--- src/rtl/clk_div_ctrl.sv ---
// Programmable clock divider: in RUN, pulses tick and toggles sclk every div_reg+1 cycles.
// New divide values are taken directly in IDLE and deferred to the next half-period boundary in RUN.
module clk_div_ctrl #(
  parameter int          WIDTH       = 32,
  parameter int unsigned DEFAULT_DIV = 200000
) (
  input  logic             clk,
  input  logic             rst,
  input  logic             start,
  input  logic             stop,
  input  logic             cfg_valid,
  input  logic [WIDTH-1:0] cfg_div,
  output logic             cfg_ready,
  output logic             busy,
  output logic             tick,
  output logic             sclk,
  output logic [15:0]      tick_count
);

  typedef enum logic {IDLE, RUN} state_t;

  state_t           state, state_next;
  logic [WIDTH-1:0] div_reg;
  logic [WIDTH-1:0] div_cnt;
  logic [WIDTH-1:0] pending_div;
  logic             pending;
  logic             xfer;

  always_ff @(posedge clk) begin
    if (rst) state <= IDLE;
    else     state <= state_next;
  end

  // stop always wins over start, so IDLE only leaves on a clean start
  always_comb begin
    state_next = state;
    case (state)
      IDLE:    if (start && !stop) state_next = RUN;
      RUN:     if (stop)           state_next = IDLE;
      default: state_next = IDLE;
    endcase
  end

  assign busy      = (state == RUN);
  assign tick      = busy && (div_cnt == div_reg);
  assign cfg_ready = !pending;
  assign xfer      = cfg_valid && !pending;

  always_ff @(posedge clk) begin
    if (rst) begin
      div_reg     <= WIDTH'(DEFAULT_DIV);
      div_cnt     <= '0;
      sclk        <= 1'b0;
      pending     <= 1'b0;
      pending_div <= '0;
      tick_count  <= '0;
    end else begin
      if (tick) tick_count <= tick_count + 16'd1;
      case (state)
        IDLE: begin
          div_cnt <= '0;
          if (xfer) div_reg <= cfg_div;
        end
        RUN: begin
          if (stop) begin
            div_cnt <= '0;
            sclk    <= 1'b0;
            // a value accepted on the stop cycle is applied directly so it never strands in pending
            if (pending) begin
              div_reg <= pending_div;
              pending <= 1'b0;
            end else if (xfer) begin
              div_reg <= cfg_div;
            end
          end else begin
            if (tick) begin
              div_cnt <= '0;
              sclk    <= ~sclk;
              if (pending) begin
                div_reg <= pending_div;
                pending <= 1'b0;
              end
            end else begin
              div_cnt <= div_cnt + 1'b1;
            end
            if (xfer) begin
              pending_div <= cfg_div;
              pending     <= 1'b1;
            end
          end
        end
        default: div_cnt <= '0;
      endcase
    end
  end

endmodule

--- config.mk ---
export PLATFORM = sky130hd
export DESIGN_NAME = clk_div_ctrl
export DESIGN_NICKNAME = d
export VERILOG_FILES = /design/src/rtl/clk_div_ctrl.sv
export SDC_FILE = /design/constraint.sdc
export NUM_CORES = 1
export LEC_CHECK = 0
export ABC_AREA = 0
export CORE_UTILIZATION = 46
export DETAILED_ROUTE_END_ITERATION = 10
export GPL_TIMING_DRIVEN = 0
export PLACE_DENSITY = 0.66
export SYNTH_ARGS = -nofsm -noshare
export SYNTH_HDL_FRONTEND = slang
export SYNTH_SLANG_ARGS = --single-unit
--- constraint.sdc ---
create_clock -name clk -period 2.7 [get_ports clk]
set_clock_uncertainty 0.1 [all_clocks]
set_input_delay 0.405 -clock clk [delete_from_list [all_inputs] [get_ports clk]]
set_output_delay 0.405 -clock clk [all_outputs]
set_load 0.03 [all_outputs]
# Word-level counts from Yosys, hierarchy flattened

Index checks and enable logic that the tools add are counted.

Add/subtract/negate cells: 2
Multiply operators: 0
Divide/modulo/power cells: 0
$lt $le $gt $ge: 0
Equal/unequal tests: 3
Shift-type cells: 0
Mux-type cells: 17
Bitwise logic cells: 3
Reduce and logical (&&, ||, !) cells: 11

Operator list:

| operator                                              | number |
|---|---|
| two-way mux 32 bit                                    | 7 |
| case mux 32 bit (2 select lines)                      | 2 |
| adder 32 x 1 -> 32 bit, second input constant         | 1 |
| equality test 32 bit                                  | 1 |
| adder 16 x 1 -> 16 bit, second input constant         | 1 |
| two-way mux 1 bit                                     | 7 |
| AND reduction 2 bit                                   | 3 |
| logical AND 1 bit                                     | 3 |
| inequality test 3 x 2 -> 1 bit, second input constant | 1 |
| inequality test 3 bit, second input constant          | 1 |
| inverter 1 bit                                        | 3 |
| AND reduction 3 bit                                   | 1 |
| nonzero test 3 bit                                    | 1 |
| logical NOT 1 bit                                     | 2 |
| case mux 1 bit (2 select lines)                       | 1 |
| nonzero test 2 bit                                    | 1 |

Bits in registers: 115
Latch bits: 0
Memory bits (writable): 0
Memory bits (read-only): 0
Input port bits: 37
Word-level logic and storage cells: 43
Memories: 0

# Longest topological paths before layout

Gate-level depths: netlist of run 1.

Word-level depth: 6
Depth in mapped cells: 9
Mapped depth without buffers: 6

# Least setup slack after synthesis of run 1

No wires, ideal clock.

Kind: register -> register
From: register div_cnt[13]
To: register tick_count[0]
Setup time: 0.121 ns
Arrival: 2.192 ns
Required time: 2.479 ns
Slack: 0.287 ns
Stages on the path, launching flop included: 7
Buffers on the path: 1
Clock period less this slack: 2.413 ns
Cell sequence: dfxtp_1 -> xnor2_1 -> nand4_1 -> or4_1 -> buf_2 -> nor3_2 -> mux2_2

Longest elaborated chain between the ends: 2

RTL lines:

| what                     | RTL line | source |
|---|---|---|
| start: declaration       | 24       | `logic [WIDTH-1:0] div_cnt;` |
| start signal: assignment | 84       | `div_cnt <= div_cnt + 1'b1;` |
| equality test 32 bit     | 45       | `assign tick = busy && (div_cnt == div_reg);` |
| logical AND 1 bit        | 45       |  |
| via tick                 | 15       | `output logic tick,` |
| end signal: assignment   | 58       | `if (tick) tick_count <= tick_count + 16'd1;` |
| end: declaration         | 17       | `output logic [15:0] tick_count` |

The timed path passes the listed nets, and every way through them passes these cells.
A chain may end at the register's enable or synchronous reset.

# Worst setup path in the final report of run 1

From: register div_reg[22]
To: output port tick

Longest elaborated chain between the ends: 2

RTL lines:

| what                     | RTL line | source |
|---|---|---|
| start: declaration       | 23       | `logic [WIDTH-1:0] div_reg;` |
| start signal: assignment | 51       | `div_reg <= WIDTH'(DEFAULT_DIV);` |
| start signal: assignment | 62       | `if (xfer) div_reg <= cfg_div;` |
| start signal: assignment | 70       | `div_reg <= pending_div;` |
| equality test 32 bit     | 45       |  |
| logical AND 1 bit        | 45       |  |
| end: declaration         | 15       |  |

Every way passes these cells.

==> results of run 1 <==
==> worst max-delay path: cells and delay by family, from the launching register on <==
family / cells / cell delay, ns
XOR/XNOR: 1 / 0.13
buffers and inverters: 2 / 0.33
flip-flops: 1 / 0.39
AND/OR/NAND/NOR: 3 / 0.92
==> cells in the final DEF, fill, tap and decap left out, types with 10 or more instances in the layout <==
cell / instances
o311ai_0: 14
o21ai_0: 14
nand2_1: 91
nand4_1: 24
a21oi_1: 65
clkdlybuf4s50_1: 54
clkbuf_16: 17
dfxtp_4: 15
dfxtp_1: 74
o2111ai_1: 26
nor3_1: 11
and4_1: 32
o31ai_1: 12
nor2_1: 38
mux2_2: 54
or2_2: 10
o211ai_1: 32
dfxtp_2: 26
xnor2_2: 13
clkbuf_1: 50
buf_2: 11
nand3_1: 39
xnor2_1: 36
==> final cells by class <==
cell class / instances / area, um2
Multi-Input combinational cell: 570 / 3933
Clock inverter: 4 / 22.52
Buffer: 70 / 339.1
Timing Repair Buffer: 63 / 611.8
Clock buffer: 26 / 519.2
Inverter: 8 / 30.03
Fill cell: 1212 / 5439
Tap cell: 176 / 220.2
Sequential cell: 115 / 2391
==> worst paths after layout <==
kind                           startpoint                            to  slack, ns
min reg2reg  pending_div[22]$_SDFFE_PP0P_  pending_div[22]$_SDFFE_PP0P_       0.35
max              div_reg[22]$_SDFFE_PP0P_                          tick      0.009
max reg2reg      div_reg[19]$_SDFFE_PP0P_    tick_count[7]$_SDFFE_PP0P_       0.09
min          pending_div[22]$_SDFFE_PP0P_  pending_div[22]$_SDFFE_PP0P_       0.35
==> cell families (layout without fill, tap and decap cells) <==
kind of cell	after synthesis	count (layout)	synth area share [%]
adder cells (fa/ha/maj)	2	2	0.3865
buffers and inverters	78	171	5.353
XOR/XNOR	58	58	8.079
flip-flops	115	115	35.56
AND/OR/NAND/NOR	279	279	22.71
AO/OA/AOI/OAI	170	170	17.41
multiplexers	61	61	10.49
==> report_power, final <==
group	switching, uW	leakage (uW)	total, uW	internal (uW)
logic	218	0.00136	433	214
clock network	765	0.000268	2070	1300
registers	70.1	0.000956	1810	1740
total	1050	0.00258	4310	3250
==> per-layer routing <==
metal / GRT usage (%) / vias to the layer above / wire length, um
li1: - / 2993 / -
met1: 35.88 / 3075 / 8617
met2: 44.97 / 275 / 9478
met3: 7.217 / 62 / 1377
met4: 15.20 / 0 / 751
met5: 0 / - / 0
==> through the flow <==
| stage | hold slack, ns | TNS, ns | setup WS (ns) | area, um2 | cells |
|---|---|---|---|---|---|
| 2_1_floorplan | 0.3332 | 0 | 0.2873 | 6474 | 763 |
| 3_3_place_gp | 0.3403 | -18.81 | -0.4113 | 7244 | 994 |
| 3_5_place_dp | 0.3434 | -20.79 | -0.4492 | 7244 | 994 |
| 4_1_cts | 0.3504 | 0 | 0.002438 | 7849 | 1025 |
| 5_1_grt | 0.3668 | -0.07984 | -0.07136 | 8066 | 1032 |
| 6_report | 0.3498 | 0 | 0.008637 | 8066 | 1032 |
==> repair_timing <==
item                                    4_1_cts  5_1_grt
pin swaps                                     4        7
resized for setup                            40       53
setup buffers                                 1        7
endpoints found under the setup margin       12       58
==> flow_metrics.env, run 1 <==
export IMPL_postLayoutCoreUtil_pct=59.73
export IMPL_hold_viol=0
export IMPL_cts_buffer_depth=2
export IMPL_yosysSeqAreaShare_pct=35.56
export IMPL_areaGrowthSynthToFinish_pct=24.60
export IMPL_synth_most_common_cell="dfxtp_1"
export IMPL_antenna_found_initial=0
export IMPL_hold_path_depth=2
export IMPL_synth_ff_type="dfxtp_1"
export IMPL_cts_root_buffer="clkbuf_16"
export IMPL_synth_seq_cells=115
export IMPL_tightest_slew_ns=0.6384
export IMPL_grt_max_degree=17
export IMPL_nets=884
export IMPL_p_total_uw=4307
export IMPL_hp_class="register to register"
export IMPL_synthArstFlopShare_pct=0
export IMPL_cts_tree="done"
export IMPL_synth_edf_count=0
export IMPL_cts_buffers=17
export IMPL_reg2reg_depth=7
export IMPL_postSynthCellCount=763
export IMPL_syn_area_um2=6474
export IMPL_clock_latency_ns=0.43
export IMPL_grt_setup_unrepaired="true"
export IMPL_ios=57
export IMPL_grtUsageTotal_pct=28.59
export IMPL_grt_remaining_overflow=0
export IMPL_crit_type="register to output pin"
export IMPL_status="finished clean"
export IMPL_antenna_diode_count=0
export IMPL_cp_slowest_stage_delay_ns=0.59
export IMPL_synthTopCellsByArea="dfxtp_1 36%, mux2_2 9.4%, xnor2_1 6.4%"
export IMPL_slowest_stage="or4_1"
export IMPL_antenna_left=0
export IMPL_coreArea_um2=13510
export IMPL_worstPathMaxFanout=8
export IMPL_initial_utilization_pct=47.93
export IMPL_cts_sinks=115
export IMPL_synth_nets=802
export IMPL_viasPerCell=6.206
export IMPL_die_area_um2=14550
export IMPL_drv_cap=0
export IMPL_period_share_pct=99.68
export IMPL_worst_ir_drop_vdd_mv=0.4472
export IMPL_arrival_ns=2.19
export IMPL_die_w_um=120.6
export IMPL_grt_pass1_wl_um=32110
export IMPL_routedWlPerCell_um=19.60
export IMPL_drc_errors=0
export IMPL_postCtsHoldBufs=0
export IMPL_gp_congestion=0.9125
export IMPL_path_clk_slew_ns=0.05
export IMPL_first_pass_iters=5
export IMPL_grt_pass1_vias=6112
export IMPL_drive_above_1_share_pct=21.50
export IMPL_vias=6405
export IMPL_slew_violations=0
export IMPL_powerDensity_nw_per_um2=534.0
export IMPL_critical_path_required_ns=2.19
export IMPL_syn_area_per_cell_um2=8.485
export IMPL_yosys_warnings=0
export IMPL_yosysUniqueCellTypes=40
export IMPL_post_dp_hpwl_um=14550
export IMPL_endpoint_kind="output pin"
export IMPL_row_count=42
export IMPL_synth_top_cells_by_count="115 x dfxtp_1, 92 x nand2_1, 65 x a21oi_1, 54 x mux2_2, 51 x clkbuf_1"
export IMPL_fmax_mhz=371.6
export IMPL_finalSetupViolations=0
export IMPL_crit_chain="xnor2_1 -> nand4_1 -> or4_1 -> buf_6 -> nor3_4 -> buf_6"
export IMPL_crit_path_frequent_cell="buf_6"
export IMPL_first_iter_violations=569
export IMPL_max_slew_margin_pct=57.44
export IMPL_p_leak_uw=0.002582
export IMPL_drt_total_wl_um=20230
export IMPL_synth_largest_area_cell="dfxtp_1"
export IMPL_period_minus_slack_ns=2.691
export IMPL_cts_max_level=4
export IMPL_fp_dieH_um=120.6
export IMPL_io_buffers=55
export IMPL_synth_top_cell_area_share_pct=35.56
export IMPL_critPathLaunchType="register"
No activity file was read; power rests on OpenSTA's default activity.
==> run 2, diff against run 1 <==
--- a/config.mk
+++ b/config.mk
@@ -6,10 +6,11 @@
 export NUM_CORES = 1
 export LEC_CHECK = 0
 export ABC_AREA = 0
-export CORE_UTILIZATION = 46
+export ABC_CLOCK_PERIOD_IN_PS = 2700
+export CORE_UTILIZATION = 50
 export DETAILED_ROUTE_END_ITERATION = 10
 export GPL_TIMING_DRIVEN = 0
-export PLACE_DENSITY = 0.66
+export PLACE_DENSITY_LB_ADDON = 0.2
 export SYNTH_ARGS = -nofsm -noshare
 export SYNTH_HDL_FRONTEND = slang
 export SYNTH_SLANG_ARGS = --single-unit
==> flow_metrics.env, run 2 (synthesis results as in run 1) <==
export IMPL_slew_violations=0
export IMPL_row_count=41
export IMPL_powerDensity_nw_per_um2=575.4
export IMPL_viasPerCell=6.171
export IMPL_hold_viol=0
export IMPL_die_w_um=115.8
export IMPL_slowest_stage="or4_4"
export IMPL_die_area_um2=13410
export IMPL_period_share_pct=102.0
export IMPL_p_leak_uw=0.002654
export IMPL_cp_startpoint="div_reg[26]$_SDFFE_PP0P_"
export IMPL_areaGrowthSynthToFinish_pct=26.50
export IMPL_period_minus_slack_ns=2.755
export IMPL_use_met3_pct=6.642
export IMPL_max_slew_margin_pct=54.44
export IMPL_first_iter_violations=797
export IMPL_cp_slowest_stage_delay_ns=0.55
export IMPL_hp_class="register to register"
export IMPL_use_met2_pct=51.55
export IMPL_antenna_found_initial=0
export IMPL_violations="setup timing"
export IMPL_io_buffers=55
export IMPL_first_pass_iters=6
export IMPL_fin_hold_ws_ns=0.3509
export IMPL_timing_critical_path_to="tick"
export IMPL_worstPathMaxFanout=7
export IMPL_grt_remaining_overflow=0
export IMPL_fp_dieH_um=115.8
export IMPL_setup_tns_ns=-0.05455
export IMPL_endpoint_kind="output pin"
export IMPL_drive_above_1_share_pct=22.86
export IMPL_drv_cap=0
export IMPL_cts_buffers=17
export IMPL_antenna_left=0
export IMPL_routedWlPerCell_um=19.46
export IMPL_arrival_ns=2.25
export IMPL_setup_ws_ns=-0.05455
export IMPL_ios=57
export IMPL_grt_pass1_wl_um=31260
export IMPL_cts_sinks=115
export IMPL_grt_pass1_vias=5922
export IMPL_gp_congestion=0.9163
export IMPL_final_common_cell="nand2_1"
export IMPL_grt_setup_unrepaired="true"
export IMPL_critical_path_required_ns=2.19
export IMPL_post_dp_hpwl_um=14190
export IMPL_finalSetupViolations=1
export IMPL_grt_max_degree=17
export IMPL_drt_total_wl_um=20200
export IMPL_critPathLaunchType="register"
export IMPL_crit_type="register to output pin"
export IMPL_coreArea_um2=12620
export IMPL_cts_max_level=4
export IMPL_r2r_end="pending$_SDFFE_PP0P_"
export IMPL_crit_cells=6
export IMPL_fmax_mhz=363.0
export IMPL_cts_buffer_depth=2
export IMPL_vias=6406
export IMPL_initial_utilization_pct=51.30
export IMPL_postCtsHoldBufs=0
export IMPL_antenna_diode_count=0
export IMPL_clock_latency_ns=0.43
export IMPL_final_cell_mix="91 x nand2_1, 69 x dfxtp_1, 65 x a21oi_1"
export IMPL_grt_busiest_layer="met2"
export IMPL_r2r_start="div_reg[30]$_SDFFE_PP0P_"
export IMPL_nets=892
export IMPL_crit_chain="xnor2_1 -> nand4_1 -> or4_4 -> buf_8 -> nor3_4 -> buf_6"
export IMPL_worst_ir_drop_vdd_mv=0.4880
export IMPL_reg2reg_depth=9
export IMPL_path_buf_inv=2
export IMPL_tightest_slew_ns=0.6809
export IMPL_reg2reg_slack_ns=0.08
export IMPL_cts_tree="done"
export IMPL_cp_top_family="simple AND/OR/NAND/NOR gates"
export IMPL_place_inst=990
export IMPL_status="complete, but fails checks"
export IMPL_use_met1_pct=39.05
export IMPL_path_clk_slew_ns=0.06
export IMPL_cts_root_buffer="clkbuf_16"
export IMPL_drc_errors=0
export IMPL_fin_cells=1038
export IMPL_grtUsageTotal_pct=31.01
[run 2: routing by layer]
metal  vias to the layer above  wire (um)
met4                         0        507
met5                         -          0
met1                      3085       8352
met2                       273       9783
li1                       3003          -
met3                        45       1554
[run 2: worst min path at each step]
stage,startpoint,to,cells after the start
floorplan,pending_div[10]$_SDFFE_PP0P_,pending_div[10]$_SDFFE_PP0P_,2
global placement,pending_div[23]$_SDFFE_PP0P_,pending_div[23]$_SDFFE_PP0P_,2
detailed placement,pending_div[24]$_SDFFE_PP0P_,pending_div[24]$_SDFFE_PP0P_,2
CTS,pending_div[24]$_SDFFE_PP0P_,pending_div[24]$_SDFFE_PP0P_,2
global route,pending_div[5]$_SDFFE_PP0P_,pending_div[5]$_SDFFE_PP0P_,2
finish,pending_div[24]$_SDFFE_PP0P_,pending_div[24]$_SDFFE_PP0P_,2
[run 2: area by class of cell]
type | instances | area [um2]
Sequential cell | 115 | 2377
Clock inverter | 10 | 152.6
Tap cell | 172 | 215.2
Timing Repair Buffer | 71 | 671.9
Fill cell | 1092 | 4431
Multi-Input combinational cell | 570 | 3918
Inverter | 8 | 30.03
Buffer | 70 | 340.3
Clock buffer | 22 | 484.2
[run 2: where the power goes]
| part | leakage [uW] | switching, uW | total (uW) | internal, uW |
|---|---|---|---|---|
| logic | 0.00138 | 221 | 440 | 219 |
| registers | 0.000955 | 71.8 | 1820 | 1750 |
| clock network | 0.000316 | 823 | 2450 | 1630 |
[run 2: worst min-delay path, delay by kind of cell, from the launching register on]
family	cells	cell delay (ns)
DFF	1	0.30
and+or+nand+nor	1	0.05
AOI/OAI and AO/OA	1	0.05
[run 2: per-stage QoR]
step | utilization (%) | setup slack, ns | area, um2 | total power, uW
after floorplan | - | 0.2873 | 6474 | 2080
after global placement | 57.37 | -0.3595 | 7239 | 2230
after detailed placement | 57.37 | -0.4180 | 7239 | 2241
after CTS | 63.34 | 0.005238 | 7993 | 4668
after global routing | 64.89 | -0.08656 | 8189 | 4831
final | 64.89 | -0.05455 | 8189 | 4712
[run 2: timing repair]
action	4_1_cts	5_1_grt
gates resized for setup	42	46
cloned	0	0
endpoints found under the hold margin	0	0
buffers inserted	4	12
endpoints found under the setup margin	1	60
pin swaps	5	7
==> run 3, diff against run 2 <==
--- a/config.mk
+++ b/config.mk
@@ -6,7 +6,6 @@
 export NUM_CORES = 1
 export LEC_CHECK = 0
 export ABC_AREA = 0
-export ABC_CLOCK_PERIOD_IN_PS = 2700
 export CORE_UTILIZATION = 50
 export DETAILED_ROUTE_END_ITERATION = 10
 export GPL_TIMING_DRIVEN = 0
==> results of run 3 <==
Same layout as run 2: the final DEF is identical, and so are final timing and power.
